--- config.mk ---
export PLATFORM = sky130hd
export DESIGN_NAME = ccu_isa_fetch
export DESIGN_NICKNAME = d
export VERILOG_FILES = /design/src/rtl/ccu_isa_fetch_pkg.sv /design/src/rtl/ccu_isa_fetch_fifo.sv /design/src/rtl/ccu_isa_fetch.sv
export SDC_FILE = /design/constraint.sdc
export NUM_CORES = 1
export LEC_CHECK = 0
export CAP_MARGIN = 10
export CELL_PAD_IN_SITES_DETAIL_PLACEMENT = 0
export CELL_PAD_IN_SITES_GLOBAL_PLACEMENT = 1
export CORE_MARGIN = 2
export CORE_UTILIZATION = 49
export CTS_BUF_LIST = sky130_fd_sc_hd__clkbuf_4
export CTS_CLUSTER_SIZE = 30
export DETAILED_ROUTE_END_ITERATION = 10
export GPL_TIMING_DRIVEN = 1
export PLACE_DENSITY_LB_ADDON = 0.15
export SLEW_MARGIN = 10
export SYNTH_ARGS = -nofsm -noshare
export SYNTH_HDL_FRONTEND = slang
export SYNTH_SLANG_ARGS = --single-unit
--- constraint.sdc ---
create_clock -name clk -period 21.2 [get_ports clk]
set_clock_uncertainty 0.05 [all_clocks]
set_input_delay 2.12 -clock clk [delete_from_list [all_inputs] [get_ports clk]]
set_output_delay 2.12 -clock clk [all_outputs]
set_load 0.02 [all_outputs]
--- src/rtl/ccu_isa_fetch_pkg.sv ---
// rtl/ccu_isa_fetch_pkg.sv - shared ISA fetch constants: opcodes, instruction lengths, FSM states
package ccu_isa_fetch_pkg;

  localparam int PORT_WIDTH   = 128;
  localparam int ADDR_WIDTH   = 16;
  localparam int OPCODE_WIDTH = 8;
  localparam int NUM_OP       = 5;
  localparam int BUF_DEPTH    = 4;
  localparam int BUF_AW       = $clog2(BUF_DEPTH);
  localparam int CNT_W        = BUF_AW + 1;

  localparam logic [OPCODE_WIDTH-1:0] OPCODE_FPS = OPCODE_WIDTH'(0);
  localparam logic [OPCODE_WIDTH-1:0] OPCODE_KNN = OPCODE_WIDTH'(1);
  localparam logic [OPCODE_WIDTH-1:0] OPCODE_SYA = OPCODE_WIDTH'(2);
  localparam logic [OPCODE_WIDTH-1:0] OPCODE_POL = OPCODE_WIDTH'(3);
  localparam logic [OPCODE_WIDTH-1:0] OPCODE_GIC = OPCODE_WIDTH'(4);

  localparam logic [ADDR_WIDTH-1:0] LEN_FPS = ADDR_WIDTH'(16);
  localparam logic [ADDR_WIDTH-1:0] LEN_KNN = ADDR_WIDTH'(2);
  localparam logic [ADDR_WIDTH-1:0] LEN_SYA = ADDR_WIDTH'(3);
  localparam logic [ADDR_WIDTH-1:0] LEN_POL = ADDR_WIDTH'(9);
  localparam logic [ADDR_WIDTH-1:0] LEN_GIC = ADDR_WIDTH'(2);

  typedef enum logic [1:0] {
    ST_IDLE = 2'd0,
    ST_RUN  = 2'd1,
    ST_ERR  = 2'd2
  } isa_state_e;

  // Words per instruction, header included; illegal opcodes map to 0.
  function automatic logic [ADDR_WIDTH-1:0] op_len(input logic [OPCODE_WIDTH-1:0] op);
    logic [ADDR_WIDTH-1:0] len;
    len = '0;
    case (op)
      OPCODE_FPS: len = LEN_FPS;
      OPCODE_KNN: len = LEN_KNN;
      OPCODE_SYA: len = LEN_SYA;
      OPCODE_POL: len = LEN_POL;
      OPCODE_GIC: len = LEN_GIC;
      default:    len = '0;
    endcase
    return len;
  endfunction

endpackage

--- src/rtl/ccu_isa_fetch_fifo.sv ---
// rtl/ccu_isa_fetch_fifo.sv - FIFO_FWFT: first-word-fall-through buffer, head visible the cycle after write
module FIFO_FWFT #(
  parameter int DATA_WIDTH = 32,
  parameter int ADDR_WIDTH = 2
) (
  input  logic                  clk,
  input  logic                  Reset,
  input  logic                  push_i,
  input  logic [DATA_WIDTH-1:0] data_i,
  input  logic                  pop_i,
  output logic [DATA_WIDTH-1:0] data_o,
  output logic [ADDR_WIDTH:0]   count_o
);

  localparam int DEPTH = 1 << ADDR_WIDTH;

  logic [DATA_WIDTH-1:0] mem_q [DEPTH];
  logic [ADDR_WIDTH-1:0] wr_ptr_q;
  logic [ADDR_WIDTH-1:0] rd_ptr_q;
  logic [ADDR_WIDTH:0]   count_q;
  logic                  do_push;
  logic                  do_pop;

  assign do_push = push_i && (count_q != (ADDR_WIDTH+1)'(DEPTH));
  assign do_pop  = pop_i && (count_q != '0);

  // Storage is reset so the head reads zero out of reset.
  always_ff @(posedge clk or posedge Reset) begin
    if (Reset) begin
      for (int i = 0; i < DEPTH; i++) begin
        mem_q[i] <= '0;
      end
      wr_ptr_q <= '0;
      rd_ptr_q <= '0;
      count_q  <= '0;
    end else begin
      if (do_push) begin
        mem_q[wr_ptr_q] <= data_i;
        wr_ptr_q        <= wr_ptr_q + ADDR_WIDTH'(1);
      end
      if (do_pop) begin
        rd_ptr_q <= rd_ptr_q + ADDR_WIDTH'(1);
      end
      case ({do_push, do_pop})
        2'b10:   count_q <= count_q + (ADDR_WIDTH+1)'(1);
        2'b01:   count_q <= count_q - (ADDR_WIDTH+1)'(1);
        default: count_q <= count_q;
      endcase
    end
  end

  assign data_o  = mem_q[rd_ptr_q];
  assign count_o = count_q;

endmodule

--- src/rtl/ccu_isa_fetch.sv ---
// rtl/ccu_isa_fetch.sv - reads an ISA program from GLB and streams it to the CCU with framing checks
module ccu_isa_fetch
  import ccu_isa_fetch_pkg::*;
(
  input  logic                  clk,
  input  logic                  rst,
  input  logic                  TOPITF_IsaStart,
  input  logic [ADDR_WIDTH-1:0] TOPITF_IsaBaseAddr,
  input  logic [ADDR_WIDTH-1:0] TOPITF_IsaNumWord,
  output logic                  ITFTOP_IsaDone,
  output logic                  ITFTOP_IsaErr,
  output logic [ADDR_WIDTH-1:0] ITFGLB_RdAddr,
  output logic                  ITFGLB_RdAddrVld,
  input  logic                  GLBITF_RdAddrRdy,
  input  logic [PORT_WIDTH-1:0] GLBITF_RdDat,
  input  logic                  GLBITF_RdDatVld,
  output logic                  ITFGLB_RdDatRdy,
  output logic [PORT_WIDTH-1:0] ITFCCU_ISARdDat,
  output logic                  ITFCCU_ISARdDatVld,
  input  logic                  CCUITF_ISARdDatRdy
);

  isa_state_e            state_q, state_d;
  logic [ADDR_WIDTH-1:0] base_q, base_d;
  logic [ADDR_WIDTH-1:0] num_q, num_d;
  logic [ADDR_WIDTH-1:0] issued_q, issued_d;
  logic [ADDR_WIDTH-1:0] sent_q, sent_d;
  logic [ADDR_WIDTH-1:0] word_cnt_q, word_cnt_d;
  logic [ADDR_WIDTH-1:0] inst_len_q, inst_len_d;
  logic [CNT_W-1:0]      outst_q, outst_d;
  logic                  done_q, done_d;
  logic                  err_q, err_d;

  logic [CNT_W-1:0]        buf_cnt;
  logic [CNT_W:0]          credit_use;
  logic [PORT_WIDTH-1:0]   head;
  logic [OPCODE_WIDTH-1:0] head_op;
  logic [ADDR_WIDTH-1:0]   cur_len;
  logic [ADDR_WIDTH-1:0]   word_cnt_inc;
  logic                    buf_empty;
  logic                    is_header;
  logic                    hdr_legal;
  logic                    req_vld;
  logic                    req_hs;
  logic                    out_vld;
  logic                    out_hs;
  logic                    buf_push;
  logic                    buf_pop;

  FIFO_FWFT #(
    .DATA_WIDTH (PORT_WIDTH),
    .ADDR_WIDTH (BUF_AW)
  ) u_buf (
    .clk     (clk),
    .Reset   (rst),
    .push_i  (buf_push),
    .data_i  (GLBITF_RdDat),
    .pop_i   (buf_pop),
    .data_o  (head),
    .count_o (buf_cnt)
  );

  assign buf_empty    = (buf_cnt == '0);
  assign head_op      = head[OPCODE_WIDTH-1:0];
  assign is_header    = (word_cnt_q == '0);
  assign hdr_legal    = (head_op < OPCODE_WIDTH'(NUM_OP));
  assign cur_len      = is_header ? op_len(head_op) : inst_len_q;
  assign word_cnt_inc = word_cnt_q + ADDR_WIDTH'(1);

  // Credit counts words in flight plus words buffered, so a response always has a slot.
  assign credit_use = {1'b0, outst_q} + {1'b0, buf_cnt};
  assign req_vld    = (state_q == ST_RUN) && (issued_q != num_q) &&
                      (credit_use < (CNT_W+1)'(BUF_DEPTH));
  assign req_hs     = req_vld && GLBITF_RdAddrRdy;

  assign out_vld  = (state_q == ST_RUN) && !buf_empty && (!is_header || hdr_legal);
  assign out_hs   = out_vld && CCUITF_ISARdDatRdy;
  assign buf_push = GLBITF_RdDatVld && (state_q == ST_RUN);
  // In ERR the buffer is flushed so the next program starts empty.
  assign buf_pop  = out_hs || ((state_q == ST_ERR) && !buf_empty);

  always_comb begin
    outst_d = outst_q;
    case ({req_hs, GLBITF_RdDatVld})
      2'b10:   outst_d = outst_q + CNT_W'(1);
      2'b01:   outst_d = outst_q - CNT_W'(1);
      default: outst_d = outst_q;
    endcase
  end

  always_comb begin
    state_d    = state_q;
    base_d     = base_q;
    num_d      = num_q;
    issued_d   = issued_q;
    sent_d     = sent_q;
    word_cnt_d = word_cnt_q;
    inst_len_d = inst_len_q;
    done_d     = 1'b0;
    err_d      = err_q;
    case (state_q)
      ST_IDLE: begin
        if (TOPITF_IsaStart) begin
          base_d     = TOPITF_IsaBaseAddr;
          num_d      = TOPITF_IsaNumWord;
          issued_d   = '0;
          sent_d     = '0;
          word_cnt_d = '0;
          inst_len_d = '0;
          err_d      = 1'b0;
          if (TOPITF_IsaNumWord == '0) begin
            done_d = 1'b1;
          end else begin
            state_d = ST_RUN;
          end
        end
      end
      ST_RUN: begin
        if (req_hs) begin
          issued_d = issued_q + ADDR_WIDTH'(1);
        end
        if (!buf_empty && is_header && !hdr_legal) begin
          state_d = ST_ERR;
          err_d   = 1'b1;
        end else if (out_hs) begin
          sent_d     = sent_q + ADDR_WIDTH'(1);
          word_cnt_d = (word_cnt_inc == cur_len) ? '0 : word_cnt_inc;
          if (is_header) begin
            inst_len_d = cur_len;
          end
          // Last program word: a clean finish must also close the instruction.
          if (sent_q + ADDR_WIDTH'(1) == num_q) begin
            if (word_cnt_inc == cur_len) begin
              done_d  = 1'b1;
              state_d = ST_IDLE;
            end else begin
              err_d   = 1'b1;
              state_d = ST_ERR;
            end
          end
        end
      end
      ST_ERR: begin
        if ((outst_q == '0) && buf_empty) begin
          state_d = ST_IDLE;
        end
      end
      default: state_d = ST_IDLE;
    endcase
  end

  always_ff @(posedge clk or posedge rst) begin
    if (rst) begin
      state_q    <= ST_IDLE;
      base_q     <= '0;
      num_q      <= '0;
      issued_q   <= '0;
      sent_q     <= '0;
      word_cnt_q <= '0;
      inst_len_q <= '0;
      outst_q    <= '0;
      done_q     <= 1'b0;
      err_q      <= 1'b0;
    end else begin
      state_q    <= state_d;
      base_q     <= base_d;
      num_q      <= num_d;
      issued_q   <= issued_d;
      sent_q     <= sent_d;
      word_cnt_q <= word_cnt_d;
      inst_len_q <= inst_len_d;
      outst_q    <= outst_d;
      done_q     <= done_d;
      err_q      <= err_d;
    end
  end

  assign ITFTOP_IsaDone     = done_q;
  assign ITFTOP_IsaErr      = err_q;
  assign ITFGLB_RdAddr      = base_q + issued_q;
  assign ITFGLB_RdAddrVld   = req_vld;
  assign ITFGLB_RdDatRdy    = 1'b1;
  assign ITFCCU_ISARdDat    = head;
  assign ITFCCU_ISARdDatVld = out_vld;

endmodule

Yosys cells after proc, flatten, opt, wreduce, memory -nomap -nowiden --
Cells that the tools add are included.
Word-level totals: RAM bits 0, bits in latches 0, output and inout port bits 149, memories kept 0, register bits after elaboration 622, ROM bits 0, bits of input ports 166, logic and storage cells 140
Cells by class: div/mod/pow operators 0, bitwise operators 2, reduce and logical (&&, ||, !) cells 36, add/sub/neg operators 11, order comparisons 5, shift-type cells 0, multipliers 0, muxes and demuxes 45, equal/unequal tests 24
Operators with widths (count):
- 512-bit bitwise mux | 1
- 128-bit two-way mux | 3
- 128-bit binary-select mux with 2-bit select | 1
- 128-bit demux with 2-bit select | 1
- 16-bit two-way mux | 11
- 16-bit one-hot mux with 2 select lines | 4
- 16-bit by 1-bit adder with 16-bit output, second input constant | 3
- 16-bit equality test | 2
- 16-bit logical NOT | 2
- 5-bit one-hot mux with 4 select lines | 1
- 16-bit adder | 1
- 8-bit by 2-bit equality test with 1-bit output, second input constant | 2
- 16-bit != test | 1
- 5-bit AND reduction | 3
- 1-bit logical AND | 14
- 2-bit two-way mux | 7
- 2-bit != test, second input constant | 6
- 3-bit one-hot mux with 2 select lines | 2
- 1-bit two-way mux | 11
- 8-bit by 1-bit equality test with 1-bit output, second input constant | 1
- 8-bit by 3-bit equality test with 1-bit output, second input constant | 1
- 8-bit logical NOT | 1
- 8-bit by 3-bit < comparator with 1-bit output, second input constant | 1
- 3-bit by 1-bit adder with 3-bit output, second input constant | 2
- other kinds (25) | 41

Depth between registers and ports, before layout --
Gate-level depths: netlist of run 1.
depth after elaboration 14, mapped depth 15, depth with buffers taken out 13

By module --
Synthesis of run 1 repeated with hierarchy kept, for this count alone.
Second synthesis, totals: cell total of the unflattened synthesis 2041, area, all modules 29309.4 um^2
Modules (own cells, without submodules):
- FIFO_FWFT | sequential area each 12987.5 um^2, instances 1, area each 22658.0 um^2, cells an instance 1277
- ccu_isa_fetch | sequential area each 2577.5 um^2, instances 1, area each 6651.4 um^2, cells an instance 764

Worst setup path before layout of run 1 --
No wires, ideal clock.
path kind register to output, start reg issued_q[0], end out ITFGLB_RdAddr[14], setup slack 16.273 ns, stages on the path, launching flop included 12, arrival 2.757 ns, path buffers 0, data required time 19.030 ns, cells stage by stage dfrtp_1 ha_1 inv_1 fa_1 nor2b_1 o21a_1 o21ai_0 nand2b_1 a31o_2 a31oi_1 a21oi_1 o311ai_0
On the way: word-level cells in the longest chain between the ends 1
Ends and longest elaborated chain:
- start, declared | RTL line ccu_isa_fetch.sv:26 | logic [ADDR_WIDTH-1:0] issued_q, issued_d;
- start signal, assigned | RTL line ccu_isa_fetch.sv:168 | issued_q <= issued_d;
- 16-bit adder | RTL line ccu_isa_fetch.sv:180 | assign ITFGLB_RdAddr = base_q + issued_q;
- end, declared | RTL line ccu_isa_fetch.sv:12 | output logic [ADDR_WIDTH-1:0] ITFGLB_RdAddr,
No other way between the ends.

Final worst setup path of run 1 --
start reg issued_q[1], end out ITFGLB_RdAddr[15]
Same word-level chain as after synthesis.

==> out/qor.yml, run 1 <==
relSlewSlack_pct: 23.67
cts_buffer_depth: 3
critical_path_buf_inv_count: 1
initial_core_util_pct: 49.27
synth_top_area_share_pct: 53.84
final_util_pct: 59.60
holdBufCountCts: 0
fmax_mhz: 148.4
cts_sinks: 622
cp_slowest_cell: "o41ai_1"
min_from: "base_q[0]$_DFFE_PP0P_"
wl_per_cell_um: 20.80
slowest_delay_ns: 0.62
coreArea_sq_um: 58690
multi_input_area_sq_um: 12800
drtIter0Drc: 932
final_max_slew_viol_count: 0
synth_flop_cell: "dfrtp_1"
cp_cell_sequence: "ha_1, a21o_1, a21oi_1, o21bai_1, o311ai_0, nand3_1, o41ai_1, o21ai_0, xnor2_1, clkdlybuf4s50_1"
rsz0062_at_grt: "no"
postCtsSetupBuffers: 0
die-width_um: 246.9
cp.arrival_ns: 4.57
whs_ns: 0.4379
status: "complete, no violations"
cpLargestDelayFamily: "compound AO/OA/AOI/OAI gates"
hold_path_class: "reg -> reg"
routed_via_density: 5.623
power.leakage_nw: 15.76
start_kind: "flip-flop"
ant_nets: 0
report.final.hold_viol_count: 0
ys_types: 68
critPathLaunch: "issued_q[1]$_DFFE_PP0P_"
design.die.area_sq_um: 60960
dieHeight_um: 246.9
grt_overflow_total: 0
grt_max_degree: 206
root_buffer: "clkbuf_4"
reg2reg_slack_ns: 16.69
path_max_fanout: 6
fin_area_sq_um: 34980
setup.worst_path.class: "reg -> out"
io_buffers: 313
antenna_found_initial: 12
routabilityCongestion: 0.8673
grt_pass1_wl_mm: 110.8
grt_pass1_vias: 20230
power_density_nw_per_um2: 157.1
clkTransAtPathRegs_ns: 0.07
period_share_pct: 31.80
finalCriticalPeriod_ns: 6.741
pin_count: 315
stdcell_count: 3342
netlist_area_sq_um: 28910
synth-edff-count: 0
synth.area.top_cells: "dfrtp_1, mux2_2, mux4_2"
n_fill_cell: 4748
yosys_warnings: 0
ir_worst_vdd_uv: 95.06
setup_viol: 0
place_area_sq_um: 32790
row_count: 89
drc: 0
required_ns: 19.03
drive_gt1_share_pct: 37.48
area_growth_syn_to_layout_pct: 20.98
cts_resized: 0
numCtsBuffers: 168
clk_latency_ns: 1.01
ys_seq_area_share_pct: 53.84
grt_usage_pct: 23.52
nets: 2635
final-seq-area_sq_um: 15570
via_count: 18790
hpwl_mm: 44.01
htreeDepth: 4
synth.ff_latch_count: 622
async_flop_share_pct: 100.0
worstMarginPinSlew_ns: 1.145
drv_cap: 0
syn-num-nets: 2251
dp.cells: 3041
syn_inst: 2055
routed_wirelength_mm: 69.52
cts_tree: "done"
end_kind: "primary output"
fin_tns_setup_ns: 0
yosysTopAreaCell: "dfrtp_1"
r2r-start: "u_buf.rd_ptr_q[1]$_DFFE_PP0P_"
firstDrtPassIters: 5
syn-mean-instance-area_sq_um: 14.07
==> Yosys cell counts (3+ instances only) <==
master,count
nor3_1,19
dfrtp_1,622
a22o_1,6
nand3_1,25
nand4_1,19
o41ai_1,3
clkbuf_1,95
a31oi_1,10
a211o_1,4
o21ai_0,55
nand2_1,138
nor2b_1,8
inv_1,27
o21bai_1,4
o2111ai_1,4
mux2_2,513
ha_1,27
fa_1,3
buf_1,27
o211a_1,3
nor2_1,43
and2_1,20
xor2_1,48
o31ai_1,14
a221oi_1,3
or4_1,4
nand3b_1,3
a21oi_1,24
a21o_1,4
or3_1,6
nor4_1,21
and3_1,23
and4_1,9
xnor2_1,42
nand2b_1,7
mux4_2,128
==> per-stage QoR <==
| stage | power (W) | setup WS [ns] |
|---|---|---|
| floorplan | 0.003528 | 1.611 |
| global placement | 0.004381 | 15.17 |
| detailed placement | 0.004457 | 15.07 |
| CTS | 0.005570 | 14.28 |
| global route | 0.005843 | 14.03 |
| finish | 0.005495 | 14.46 |
==> worst reg2reg max path, cell delays in order, from the launching register on <==
cell and delay, ns:
dfrtp_4 0.93, mux4_2 0.68, or4_4 0.57, o31ai_1 0.54, nand3_1 0.14, buf_4 0.25
o21ai_0 0.24, ha_1 0.27, inv_1 0.06, fa_1 0.38, xor2_1 0.15, nor2_1 0.11
xor2_1 0.15
==> cell usage in the layout (no fill, tap or decap), types with 10 or more instances in the layout <==
cell type	count
xor2_1	48
a31oi_1	10
xnor2_1	42
nor2_1	42
and3_1	23
ha_1	27
dfrtp_1	620
and2_1	19
nor4_1	21
nor3_1	19
clkdlybuf4s50_1	313
a21oi_1	24
nand2_1	134
mux4_2	128
mux2_2	513
buf_4	25
o21ai_0	55
nand4_1	19
nand3_1	25
inv_1	26
o31ai_1	14
clkinv_1	15
clkbuf_4	265
==> final timing paths <==
kind                       cells past startpoint                            to
setup / recovery                              10             ITFGLB_RdAddr[15]
hold / removal                                 2         base_q[0]$_DFFE_PP0P_
setup reg to reg                              12  u_buf.count_o[2]$_DFFE_PP0P_
hold reg to reg                                2         base_q[0]$_DFFE_PP0P_
max in group asynchronous                      5  u_buf.mem_q[462]$_DFFE_PP0P_
min in group asynchronous                      2   u_buf.mem_q[17]$_DFFE_PP0P_
==> kinds of logic (layout without fill, tap and decap cells) <==
logic type,after synthesis,count (layout),synth area share (%)
AOI/OAI and AO/OA,164,164,3.895
adders and majority gates,30,30,1.376
and+or+nand+nor,352,352,6.059
DFF,622,622,53.84
other,1,6,0.01297
buffers and inverters,152,661,1.995
muxes,643,643,30.02
xor gates and xnor gates,91,91,2.804
==> report_power, final <==
group | internal [W] | leakage [nW] | switching (W)
clock | 0.000578 | 1.30 | 0.000502
combinational | 0.00131 | 6.57 | 0.00110
sequential | 0.00171 | 7.89 | 0.000299
total | 0.00360 | 15.8 | 0.00190
==> routing by layer <==
layer	track usage, %	wire length, um	share of wire, %
met1	29.77	28990	42
met2	37.58	33660	48
met3	7.999	5085	7.3
met4	8.664	1685	2.4
met5	0	95	0.14
==> final cells by class <==
cell class	instances	area share [%]
Clock inverter	30	0.5187
Inverter	27	0.3112
Clock buffer	265	5.688
Multi-Input combinational cell	1281	36.61
Sequential cell	622	44.52
Antenna cell	5	0.03577
Timing Repair Buffer	339	9.551
Tap cell	773	2.765
==> registers in the layout, summed over array words and instances (netlist names), 3 cells and up <==
name and cells:
word_cnt_q 16, num_q 16, u_buf.count_o 3, issued_q 16, inst_len_q 16, base_q 16, u_buf.mem_q 512, sent_q 16
outst_q 3
(Power assumes the default switching activity.)
==> run 2, diff against run 1 <==
--- a/config.mk
+++ b/config.mk
@@ -9,7 +9,7 @@
 export CELL_PAD_IN_SITES_DETAIL_PLACEMENT = 0
 export CELL_PAD_IN_SITES_GLOBAL_PLACEMENT = 1
 export CORE_MARGIN = 2
-export CORE_UTILIZATION = 49
+export CORE_UTILIZATION = 44
 export CTS_BUF_LIST = sky130_fd_sc_hd__clkbuf_4
 export CTS_CLUSTER_SIZE = 30
 export DETAILED_ROUTE_END_ITERATION = 10
==> constraint.sdc (replaced) <==
create_clock -name clk -period 5.89 [get_ports clk]
set_clock_uncertainty 0.05 [all_clocks]
set_input_delay 0.589 -clock clk [delete_from_list [all_inputs] [get_ports clk]]
set_output_delay 0.589 -clock clk [all_outputs]
set_load 0.02 [all_outputs]
==> run 2 against run 1 <==
  * Final cell count up 2.7%
  * Critical endpoint unchanged
  * Flip-flop and latch count unchanged
  * Non-clock buffer count unchanged
  * Highest routed layer unchanged
  * Critical path type unchanged
==> out/qor.yml, run 2 (synthesis results as in run 1) <==
status: "complete, no violations"
setup.worst_path.class: "reg -> out"
grt_pass1_wl_mm: 114.2  # +3.0%
pwr-share-comb_pct: 43.9  # about the same
fmax_mhz: 200.4
met1_length_mm: 30.11  # +3.9%
hpwl_mm: 44.83  # +1.9%
ant_nets: 0  # unchanged
grt_overflow_total: 0  # unchanged
setup_viol: 0  # unchanged
antenna_found_initial: 16  # +4
io_buffers: 313  # unchanged
r2r-start: "u_buf.rd_ptr_q[0]$_DFFE_PP0P_"
routed_via_density: 5.444  # -3.2%
met2_length_mm: 34.94  # +3.8%
ir_worst_vdd_uv: 336.1  # +250%
routabilityCongestion: 0.8455  # -2.5%
numCtsBuffers: 173  # +3.0%
drv_cap: 0  # unchanged
clkTransAtPathRegs_ns: 0.06  # about the same
n_fill_cell: 5544  # +17%
drtIter0Drc: 884  # -5.2%
grt_usage_pct: 21.69  # -1.8 points
internal_power_w: 0.01292  # +260%
dp.cells: 3119  # +2.6%
design.die.area_sq_um: 67770  # +11%
wl_per_cell_um: 20.98  # +0.84%
dieHeight_um: 260.3  # +5.4%
cts_sinks: 622  # unchanged
period_share_pct: 84.73
stdcell_count: 3432  # +2.7%
coreArea_sq_um: 64700  # +10%
cp.arrival_ns: 4.35  # -0.22 ns
final_max_slew_viol_count: 0  # unchanged
die-width_um: 260.3  # +5.4%
power.total_w: 0.01977  # +260%
p_seq_share_pct: 36.5  # about the same
p_sw_share_pct: 34.67  # +0.16 points
min_from: "TOPITF_IsaBaseAddr[14]"
switchingPower_w: 0.006854  # +260%
dr_wl_met3_mm: 5.205  # +2.4%
whs_ns: 0.1301  # -0.3078 ns
holdPathStages: 3  # +1
rr_endpoint: "word_cnt_q[6]$_DFFE_PP0P_"
rsz0062_at_grt: "no"
required_ns: 5.25  # -13.78 ns
postCtsSetupBuffers: 0  # unchanged
power_density_nw_per_um2: 561.9  # +260%
drc: 0  # unchanged
critPathLaunch: "issued_q[1]$_DFFE_PP0P_"
final_util_pct: 54.38  # -5.2 points
grt_max_degree: 169  # -18%
relSlewSlack_pct: 23.35  # -0.32 points
layout_commonest_cell: "dfrtp_1"
path_max_fanout: 6  # unchanged
drive_gt1_share_pct: 37.27  # -0.21 points
cts_buffer_depth: 3  # unchanged
area_growth_syn_to_layout_pct: 21.69
start_kind: "flip-flop"
routed_wirelength_mm: 71.99  # +3.6%
nets: 2640  # +0.19%
cts_tree: "done"
holdPathEnd: "base_q[14]$_DFFE_PP0P_"
pin_count: 315  # unchanged
grt_pass1_vias: 20490  # +1.3%
largest-register: "u_buf.mem_q"
finalCriticalPeriod_ns: 4.991
worstMarginPinSlew_ns: 1.150  # +0.004845 ns
clockPowerShare_pct: 19.6  # about the same
setup_slack_ns: 0.8993  # -13.56 ns
htreeDepth: 4  # unchanged
dp_slack_ns: 1.867  # -13.20 ns
top_layer_used: "met5"
reg2reg_depth: 8  # -4
report.final.hold_viol_count: 0  # unchanged
largest_reg_flops: 512  # unchanged
clk_latency_ns: 0.99  # -0.02 ns
reg2reg_slack_ns: 1.91  # -14.78 ns
via_count: 18680  # -0.58%
final_cell_mix: "dfrtp_1, mux2_2, clkdlybuf4s50_1, clkbuf_4, nand2_1"
root_buffer: "clkbuf_4"
hold_path_class: "in -> reg"
firstDrtPassIters: 4  # -1
power.leakage_nw: 15.79  # +0.19%
end_kind: "primary output"
row_count: 93  # +4.5%
initial_core_util_pct: 44.69  # -4.6 points
run 2: cell count changes in the layout (fill, tap and decap cells not counted), sizes merged:
| cell | before | now |
|---|---|---|
| clkbuf | 265 | 263 |
| clkinvlp | 3 | 2 |
| clkinv | 20 | 24 |
| buf | 26 | 21 |
| inv | 33 | 34 |
| bufinv | 1 | 0 |
| diode | 5 | 12 |
| dlygate4sd3 | 0 | 5 |
run 2: area by class of cell:
cell class	instances	area [sq um]	area share, %
multi-input cells	1281	12800	36.39
diodes	12	30.03	0.08535
clock buffers	263	1974	5.612
repair buffers	339	3428	9.744
clock inverters	33	200.2	0.5690
well taps	855	1070	3.041
flip-flops and latches	622	15570	44.26
inverters	27	105.1	0.2987
run 2: worst max-delay path, cell delays in order (launching register included):
cell	delay, ns
dfrtp_1	0.46
ha_1	0.30
a21o_1	0.17
a21oi_1	0.24
o21bai_1	0.13
o311ai_0	0.32
nand3_1	0.16
o41ai_1	0.59
o21ai_0	0.23
xnor2_1	0.17
clkdlybuf4s50_1	0.62
run 2: worst max path at each step:
stage                                    end  cells past startpoint
floorplan           ITFTOP_IsaDone$_DFF_PP0_                      1
global placement         ITFCCU_ISARdDat[49]                      4
detailed placement       ITFCCU_ISARdDat[81]                      4
CTS                      ITFCCU_ISARdDat[81]                      4
global route               ITFGLB_RdAddr[15]                     10
finish                     ITFGLB_RdAddr[15]                     10
run 2: what timing repair did:
action / CTS / global route
hold buffers: 5 / 0
resized for setup: 0 / 0
endpoints found under the hold margin: 24 / 0
run 2: metrics by stage:
step / setup TNS, ns / area (sq um)
after CTS: 0 / 35150
final: 0 / 35180
after global routing: 0 / 35180
after floorplan: -2015.25 / 28920
after global placement: 0 / 32930
after detailed placement: 0 / 32930
run 2: power groups by stage:
stage          Sequential, W  Clock [W]  Combinational, W
3_3_place_gp         0.00719          0           0.00865
3_5_place_dp         0.00727          0           0.00879
4_1_cts              0.00720    0.00404           0.00884
2_1_floorplan        0.00689          0           0.00581
5_1_grt              0.00744    0.00428           0.00933
6_report             0.00721    0.00388           0.00868
run 2: routing by layer:
| metal | GRT usage [%] | up-vias |
|---|---|---|
| li1 | - | 8460 |
| met3 | 7.255 | 145 |
| met5 | 0 | - |
| met4 | 8.000 | 16 |
| met1 | 26.97 | 9603 |
| met2 | 35.31 | 460 |
==> run 3, diff against run 2 <==
==> constraint.sdc (replaced) <==
create_clock -name clk -period 4.4 [get_ports clk]
set_clock_uncertainty 0.05 [all_clocks]
set_input_delay 0.44 -clock clk [delete_from_list [all_inputs] [get_ports clk]]
set_output_delay 0.44 -clock clk [all_outputs]
set_load 0.02 [all_outputs]
==> run 3 against run 2 <==
  * Critical path depth is 5 lower
  * Non-clock buffer count is 90 higher
  * Global-route usage is 0.71 points higher
  * Register-to-register slack worse by 1.3 ns
  * Final area is 2.5% higher
  * Routed wire length is 3.1% higher
  * First-iteration DRC count is 1.5% higher
  * Final cell count is 2.3% higher
  * Setup slack worse by 0.75 ns
  * Sequential power is 34% higher
  * Critical path type unchanged
  * Largest power group unchanged
==> out/qor.yml, run 3 (synthesis results as in run 1) <==
use_met2_pct: 37.17  # +1.9 points
rr_endpoint: "word_cnt_q[11]$_DFFE_PP0P_"
cts_sinks: 622  # unchanged
setup_viol: 0  # unchanged
met1_usage_pct: 27.17  # +0.21 points
pin_count: 315  # unchanged
cts_tree: "done"
use_met3_pct: 7.469  # +0.21 points
reg2reg_slack_ns: 0.57  # -1.34 ns
routabilityCongestion: 0.8667  # +2.5%
final_util_pct: 55.74  # +1.4 points
cp_cell_sequence: "buf_4, buf_4, buf_6, mux4_2, clkdlybuf4s50_1"
setup.worst_path.class: "reg -> out"
grt_usage_pct: 22.40  # +0.71 points
required_ns: 3.91  # -1.34 ns
relSlewSlack_pct: 25.11  # +1.8 points
end_kind: "primary output"
wl_per_cell_um: 21.13  # +0.74%
final_cell_mix: "dfrtp_1, mux2_2, clkdlybuf4s50_1, clkbuf_4, nand2_1"
reg2reg_depth: 8  # unchanged
grt_pass1_wl_mm: 117.3  # +2.7%
via_count: 19120  # +2.3%
status: "complete, no violations"
drive_gt1_share_pct: 37.00  # -0.28 points
initial_core_util_pct: 44.69  # unchanged
grt_max_degree: 94  # -44%
coreArea_sq_um: 64700  # unchanged
r2r-start: "u_buf.rd_ptr_q[1]$_DFFE_PP0P_"
period_share_pct: 96.53
routed_via_density: 5.445  # about the same
slowest_delay_ns: 0.63  # about the same
final_max_slew_viol_count: 0  # unchanged
design.die.area_sq_um: 67770  # unchanged
power.leakage_nw: 16.20  # +2.6%
antenna_found_initial: 16  # unchanged
cp.arrival_ns: 3.76  # -0.59 ns
drv_cap: 0  # unchanged
finalCriticalPeriod_ns: 4.247
firstDrtPassIters: 7  # +3
drc: 0  # unchanged
min_from: "GLBITF_RdDat[40]"
hold_path_class: "in -> reg"
ant_nets: 0  # unchanged
top_usage_layer: "met2"
cts_buffer_depth: 3  # unchanged
area_growth_syn_to_layout_pct: 24.73
layout_commonest_cell: "dfrtp_1"
whs_ns: 0.09726  # -0.03281 ns
routed_wirelength_mm: 74.21  # +3.1%
htreeDepth: 4  # unchanged
numCtsBuffers: 171  # -1.2%
nets: 2728  # +3.3%
root_buffer: "clkbuf_4"
clk_latency_ns: 0.98  # about the same
cp_slowest_cell: "clkdlybuf4s50_1"
setup_slack_ns: 0.1527  # -0.7465 ns
row_count: 93  # unchanged
die-width_um: 260.3  # unchanged
holdPathEnd: "u_buf.mem_q[424]$_DFFE_PP0P_"
dieHeight_um: 260.3  # unchanged
report.final.hold_viol_count: 0  # unchanged
io_buffers: 313  # unchanged
worstMarginPinSlew_ns: 1.121  # -0.02920 ns
ir_worst_vdd_uv: 490.1  # +46%
holdPathStages: 2  # -1
power_density_nw_per_um2: 736.4  # +31%
grt_overflow_total: 0  # unchanged
rsz0062_at_grt: "yes"
start_kind: "flip-flop"
grt_pass1_vias: 20960  # +2.2%
critical_path.most_common_cell: "buf_4"
path_max_fanout: 53  # +47
largest_reg_flops: 512  # unchanged
clkTransAtPathRegs_ns: 0.06  # about the same
fmax_mhz: 235.4
drtIter0Drc: 897  # +1.5%
dp_slack_ns: 0.4320  # -1.435 ns
largest-register: "u_buf.mem_q"
hpwl_mm: 48.02  # +7.1%
[run 3: worst max-delay path by stage]
stage	start	endpoint	slack [ns]	depth (start not counted)
detailed placement	u_buf.rd_ptr_q[0]$_DFFE_PP0P_	word_cnt_q[1]$_DFFE_PP0P_	0.43	8
global placement	u_buf.rd_ptr_q[0]$_DFFE_PP0P_	word_cnt_q[11]$_DFFE_PP0P_	0.49	8
finish	u_buf.rd_ptr_q[0]$_DFFE_PP0P_	ITFCCU_ISARdDat[52]	0.15	5
floorplan	rst	ITFTOP_IsaDone$_DFF_PP0_	-4.58	1
CTS	u_buf.rd_ptr_q[1]$_DFFE_PP0P_	ITFCCU_ISARdDatVld	0.008	5
global route	issued_q[1]$_DFFE_PP0P_	ITFGLB_RdAddr[11]	-0.02	10
[run 3: power breakdown]
part	total, W	internal, W	leakage [nW]	switching, W
sequential	0.00963	0.00826	7.89	0.00137
clock	0.00506	0.00264	1.25	0.00242
combinational	0.0119	0.00641	7.06	0.00546
[run 3: area by class of cell]
cell class / count / area (sq um)
fillers: 5455 / 28640
flip-flops and latches: 622 / 15570
multi-input cells: 1281 / 12850
repair buffers: 429 / 4349
clock buffers: 255 / 1914
well taps: 855 / 1070
clock inverters: 35 / 176.4
inverters: 27 / 105.1
diodes: 8 / 20.02
[run 3: metrics by stage]
step	power, W	TNS, ns	std cells	cell area [sq um]
floorplan	0.01700	-2849.35	2055	28920
global placement	0.02125	0	3141	33190
detailed placement	0.02160	0	3141	33190
CTS	0.02692	0	3503	36020
global route	0.02821	-0.01964	3509	36050
finish	0.02656	0	3512	36060
[run 3: repair_timing]
action | in CTS | in global routing
resized for setup | 17 | 9
endpoints found under the hold margin | 160 | 0
setup endpoints to repair | 60 | 5
hold buffers | 67 | 0
pin swaps | 0 | 2
buffers inserted | 5 | 1
[run 3: layer usage]
| metal | up-vias | wire length (um) |
|---|---|---|
| met2 | 441 | 36760 |
| met5 | - | 135 |
| met4 | 20 | 1726 |
| met3 | 145 | 5130 |
| met1 | 9861 | 30460 |
| li1 | 8655 | - |
[run 3: critical path: cells and delay by family (launching register included)]
kind	cells	cell delay (ns)
flip-flops	1	0.48
multiplexers	1	0.40
buffers and inverters	4	1.90
